--- config.mk ---
export PLATFORM = sky130hd
export DESIGN_NAME = vend_ctrl
export DESIGN_NICKNAME = d
export VERILOG_FILES = /design/src/rtl/vend_ctrl.sv
export SDC_FILE = /design/constraint.sdc
export NUM_CORES = 1
export LEC_CHECK = 0
export CORE_ASPECT_RATIO = 0.5
export CORE_MARGIN = 5
export CORE_UTILIZATION = 45
export CTS_CLUSTER_DIAMETER = 60
export CTS_CLUSTER_SIZE = 28
export DETAILED_ROUTE_END_ITERATION = 8
export GPL_TIMING_DRIVEN = 1
export PLACE_DENSITY = 0.64
export SETUP_SLACK_MARGIN = 0.3
export SYNTH_ARGS = -nofsm -noshare
export SYNTH_HDL_FRONTEND = slang
export SYNTH_SLANG_ARGS = --single-unit
--- constraint.sdc ---
create_clock -name clk -period 3.2 [get_ports clk]
set_input_delay 0.48 -clock clk [delete_from_list [all_inputs] [get_ports clk]]
set_output_delay 0.48 -clock clk [all_outputs]
set_load 0.01 [all_outputs]
--- src/rtl/vend_ctrl.sv ---
// Vending-machine transaction controller: coin accumulation, product selection,
// confirm/cancel, dispense and change/refund sequencing with registered outputs.
module vend_ctrl #(
    parameter logic [7:0]  COIN0_VAL   = 8'd1,
    parameter logic [7:0]  COIN1_VAL   = 8'd5,
    parameter logic [7:0]  COIN2_VAL   = 8'd10,
    parameter logic [63:0] PRICE_TABLE = 64'h14_0F_0C_0A_08_05_03_00,
    parameter logic [7:0]  CREDIT_MAX  = 8'd99,
    parameter logic [31:0] TIMEOUT_CYC = 32'd1_500_000_000
) (
    input  logic       clk,
    input  logic       rst_n,
    input  logic [2:0] coin,
    input  logic [2:0] goods,
    input  logic       confirm,
    input  logic       cancel,
    input  logic       done,
    output logic [7:0] credit,
    output logic [7:0] price,
    output logic [7:0] change,
    output logic       change_valid,
    output logic       dispense,
    output logic       refund,
    output logic       err,
    output logic       busy,
    output logic [1:0] state
);

    typedef enum logic [1:0] {
        ST_IDLE    = 2'd0,
        ST_COLLECT = 2'd1,
        ST_VEND    = 2'd2,
        ST_REFUND  = 2'd3
    } state_t;

    state_t      state_r, state_s;
    logic [7:0]  credit_r, credit_s;
    logic [7:0]  price_r, price_s;
    logic [7:0]  change_r, change_s;
    logic        change_valid_r, change_valid_s;
    logic        dispense_r, dispense_s;
    logic        refund_r, refund_s;
    logic        err_r, err_s;
    logic        busy_r, busy_s;
    logic [31:0] timer_r, timer_s;
    logic        coin_hit_s;
    logic        go_refund_s;
    logic [8:0]  coin_sum_s;
    logic [7:0]  sel_price_s;

    function automatic logic [8:0] coin_value(input logic [2:0] c);
        return (c[0] ? {1'b0, COIN0_VAL} : 9'd0)
             + (c[1] ? {1'b0, COIN1_VAL} : 9'd0)
             + (c[2] ? {1'b0, COIN2_VAL} : 9'd0);
    endfunction

    function automatic logic [7:0] price_lookup(input logic [2:0] g);
        return PRICE_TABLE[{g, 3'b000} +: 8];
    endfunction

    // Credit never exceeds CREDIT_MAX; the sum is widened so the compare sees the carry.
    function automatic logic [7:0] sat_add(input logic [7:0] base, input logic [8:0] add);
        logic [8:0] total;
        total = {1'b0, base} + add;
        return (total > {1'b0, CREDIT_MAX}) ? CREDIT_MAX : total[7:0];
    endfunction

    assign coin_hit_s  = |coin;
    assign coin_sum_s  = coin_value(coin);
    assign sel_price_s = price_lookup(goods);

    // Next-state and next-output decode; cancel outranks confirm, which outranks coin.
    always_comb begin
        state_s        = state_r;
        credit_s       = credit_r;
        price_s        = price_r;
        change_s       = change_r;
        change_valid_s = 1'b0;
        dispense_s     = 1'b0;
        refund_s       = 1'b0;
        err_s          = 1'b0;
        timer_s        = 32'd0;
        go_refund_s    = 1'b0;
        case (state_r)
            ST_IDLE: begin
                if (confirm) begin
                    err_s = 1'b1;
                end else if (coin_hit_s) begin
                    credit_s = sat_add(8'd0, coin_sum_s);
                    state_s  = ST_COLLECT;
                end else begin
                    state_s = ST_IDLE;
                end
            end
            ST_COLLECT: begin
                if (cancel) begin
                    go_refund_s = 1'b1;
                    err_s       = coin_hit_s;
                end else if (confirm) begin
                    if ((sel_price_s != 8'd0) && (credit_r >= sel_price_s)) begin
                        state_s    = ST_VEND;
                        price_s    = sel_price_s;
                        change_s   = credit_r - sel_price_s;
                        dispense_s = 1'b1;
                        err_s      = coin_hit_s;
                    end else begin
                        err_s = 1'b1;
                    end
                end else if (coin_hit_s) begin
                    credit_s = sat_add(credit_r, coin_sum_s);
                end else if (timer_r >= (TIMEOUT_CYC - 32'd1)) begin
                    go_refund_s = 1'b1;
                end else begin
                    timer_s = timer_r + 32'd1;
                end
            end
            ST_VEND: begin
                err_s = coin_hit_s;
                if (done) begin
                    change_valid_s = 1'b1;
                    credit_s       = 8'd0;
                    state_s        = ST_IDLE;
                end else begin
                    dispense_s = 1'b1;
                end
            end
            ST_REFUND: begin
                err_s   = coin_hit_s;
                state_s = ST_IDLE;
            end
            default: begin
                state_s  = ST_IDLE;
                credit_s = 8'd0;
            end
        endcase
        if (go_refund_s) begin
            state_s        = ST_REFUND;
            change_s       = credit_r;
            change_valid_s = 1'b1;
            refund_s       = 1'b1;
            credit_s       = 8'd0;
        end else begin
            state_s = state_s;
        end
        busy_s = (state_s != ST_IDLE);
    end

    // State and output registers with synchronous active-low reset.
    always_ff @(posedge clk) begin
        if (!rst_n) begin
            state_r        <= ST_IDLE;
            credit_r       <= 8'd0;
            price_r        <= 8'd0;
            change_r       <= 8'd0;
            change_valid_r <= 1'b0;
            dispense_r     <= 1'b0;
            refund_r       <= 1'b0;
            err_r          <= 1'b0;
            busy_r         <= 1'b0;
            timer_r        <= 32'd0;
        end else begin
            state_r        <= state_s;
            credit_r       <= credit_s;
            price_r        <= price_s;
            change_r       <= change_s;
            change_valid_r <= change_valid_s;
            dispense_r     <= dispense_s;
            refund_r       <= refund_s;
            err_r          <= err_s;
            busy_r         <= busy_s;
            timer_r        <= timer_s;
        end
    end

    assign credit       = credit_r;
    assign price        = price_r;
    assign change       = change_r;
    assign change_valid = change_valid_r;
    assign dispense     = dispense_r;
    assign refund       = refund_r;
    assign err          = err_r;
    assign busy         = busy_r;
    assign state        = state_r;

endmodule

==> metrics.csv <==
metric;value;unit
Simple-Gate Fraction of Synth Area;24.90;%
DR WL/cell;14.51;µm
die area;10340;µm²
CP max stage cell;or3_4;
Area after DPL;4553;µm²
CP endpoint kind;flip-flop;
MaxCap Viol Count;0;
Synth Area in XOR/XNOR;8.668;%
first-pass GRT wire length;15860;µm
min Tclk post-route;2.791;ns
Synth area leader;dfxtp_1;
Peak supply drop;296.9;µV
EDFF count, synth;0;
largest net degree at the start of global routing;32;
H-tree depth;3;
Detailed Place HPWL;6864;µm
final hold vios;0;
Critical Path Source;coin[2];
area share of the largest cell type after synthesis;32.13;%
layout cell share with drive strength beyond 1;20.04;%
Non-Filler Instances;666;
crit path buf inv count;2;
CTS Hold Buffers Added;0;
Area Growth Syn to Fin;34.71;%
Min Hold Slack;0.4656;ns
initial antenna violation count;0;
Ys Warns;0;
Max Clk Rate;358.3;MHz
Finished Cell Area;5036;µm²
number of global-route vias before repair;3276;
Crit Path Category;primary input to flip-flop;
final max-slew violation count;0;
CP max stage delay;0.39;ns
Slew Limit Headroom;51.97;%
Routed Antenna Nets;0;
Iteration-0 DRC Markers;204;
dpl cells;643;
DRC;0;
Seq/Total Area, Yosys;32.13;%
Clock transition at path regs;0.05;ns
Worst Tran Pin Value;0.7149;ns
Lkg Pwr;1.930;nW
worst endpoint data arrival time;3.03;ns
gpl congestion;0.9195;
min-delay src;timer_r[0]$_SDFF_PP0_;
clock root cell;clkbuf_16;
vias per cell;5.344;
cell family with most CP delay;simple AND/OR/NAND/NOR gates;
PortBufs;38;
total power;2.535;mW
diode count;0;
gate count of the mapped netlist;455;
setup violators final;0;
CP Launch Type;primary input;
# rows;23;
CTS max path bufs;2;
Crit Reg-Reg Startpoint;credit[1]$_SDFFE_PP0P_;
PwrDens;503.5;nW/µm²
Fillers;737;
syn avg cell area;8.217;µm²
CTS Buf Count;9;
Hold Path Class;flip-flop to flip-flop;
Unique masters post-synth;67;
largest family of logic cells by synthesized area;simple AND/OR/NAND/NOR gates;
post-synthesis register bit count;60;
clock sinks;60;
fin crit share;87.22;%
Post-Synth Adder-Cell Area;8.233;%
Core Area;8058;µm²
nets@finish;585;
Fin Clk Skew;0.004141;ns
DRT Wirelength;9662;µm
cell area after synthesis;3739;µm²
initial core utilization;46.40;%
TritonRoute pass-1 iters;6;
vias;3559;
synth top area cells;dfxtp_1 (32%), ha_1 (7.7%), nor2_1 (6.7%);
RSZ-0062 raised after global routing;false;
R2R Setup Slk;0.47;ns
outcome;complete, no violations;
maximum fanout along the worst path;4;
worst-skew pair later-pin latency;0.33;ns
ys flop type;dfxtp_1;
grt total ovfl;0;
TritonCTS clock tree;done;
die height;74.45;µm
CP Cell Sequence;clkdlybuf4s15_1, nand2_1, xnor2_2, ha_1, nor2b_2, buf_4, o2111a_1, or3_4, o311a_4, or3_1, a311oi_1;
Total GRT Usage;18.84;%
required time of the critical path;3.44;ns
ys async rst share;0;%
die span in x;138.9;µm
mux cell area share after synthesis;2.979;%
compound-gate portion of the synthesized area;17.20;%
IO Pins;42;
cells in the final DEF (no fill, tap or decap), types with 5 or more instances in the layout:
cell type / instances
a211oi_1: 10
a21oi_1: 19
and3_1: 6
buf_4: 57
clkbuf_16: 9
clkdlybuf4s50_1: 32
dfxtp_1: 60
ha_1: 19
inv_1: 30
mux2i_1: 5
nand2_1: 29
nand2b_1: 7
nand3_1: 15
nand4_1: 7
nor2_1: 67
nor2b_1: 7
nor3_1: 10
o21ai_0: 15
or3_1: 5
xnor2_1: 18
xor2_1: 17
report_power, final:
part / internal [mW] / switching [mW]
combinational: 0.363 / 0.357
clock: 0.661 / 0.337
sequential: 0.777 / 0.0397
worst paths after layout:
kind,to,cells after the start
setup / recovery,credit[2]$_SDFFE_PP0P_,11
hold / removal,timer_r[0]$_SDFF_PP0_,1
setup reg to reg,credit[2]$_SDFFE_PP0P_,9
hold reg to reg,timer_r[0]$_SDFF_PP0_,1
registers in the layout, indices dropped and copies added, names as in the netlist:
| name | cells |
|---|---|
| refund | 1 |
| change_valid | 1 |
| busy | 1 |
| state | 2 |
| change | 8 |
| credit | 8 |
| price | 5 |
| err | 1 |
| dispense | 1 |
| timer_r | 32 |
cell families (layout without fill, tap and decap cells):
group	count (synthesis)	count (layout)
flip-flops	60	60
other	1	4
adder cells (fa/ha/maj)	24	24
AO/OA/AOI/OAI	93	93
XOR/XNOR	37	37
buffers and inverters	46	142
AND/OR/NAND/NOR	184	184
multiplexers	10	10
Yosys cell counts (4+ instances only):
| cell | instances |
|---|---|
| nor2_1 | 67 |
| nand3_1 | 15 |
| nor2b_1 | 8 |
| or3_1 | 6 |
| and3_1 | 6 |
| nand4_1 | 7 |
| a21oi_1 | 21 |
| clkbuf_1 | 6 |
| mux2i_1 | 7 |
| xnor2_1 | 20 |
| nand2_1 | 29 |
| a211oi_1 | 10 |
| or2_2 | 4 |
| a221oi_1 | 4 |
| nand2b_1 | 7 |
| nor3_1 | 11 |
| xor2_1 | 17 |
| o21ai_0 | 17 |
| nor4_1 | 4 |
| dfxtp_1 | 60 |
| inv_1 | 30 |
| ha_1 | 23 |
layout make-up:
class	instances	area [µm²]	area share (%)
Sequential cell	60	1201	23.85
Multi-Input combinational cell	352	2459	48.82
Tap cell	112	140.1	2.783
Clock inverter	3	45.04	0.8944
Timing Repair Buffer	97	812.0	16.12
Clock buffer	12	266.5	5.292
Inverter	30	112.6	2.236
worst register-to-register path, cell delays in order, from the launching register on:
cell and delay [ns]:
dfxtp_1 0.62, inv_1 0.21, fa_2 0.44, nor2b_2 0.17, buf_4 0.13, o2111a_1 0.19, o21ai_0 0.14, o311a_4 0.17
or3_1 0.37, a311oi_1 0.20
layer usage:
metal / wire, µm / GRT usage [%] / vias to the layer above
met4: 105 / 4.664 / 0
met5: 0 / 0 / -
met2: 4350 / 30.41 / 75
li1: - / - / 1792
met3: 507 / 5.138 / 13
met1: 4698 / 25.50 / 1679
stage by stage:
step | setup slack, ns | setup TNS, ns | util (%)
global route | 0.2866 | 0 | 62.50
CTS | 0.3127 | 0 | 61.44
global placement | -0.2869 | -4.424 | 56.51
floorplan | 0.3230 | 0 | -
finish | 0.4091 | 0 | 62.50
detailed placement | -0.3535 | -5.805 | 56.51
what timing repair did:
item,4_1_cts,5_1_grt
endpoints found under the setup margin,24,20
resized for setup,17,20
buffers inserted,6,2
pin swaps,3,6
Power figures use the tool's default switching activity.
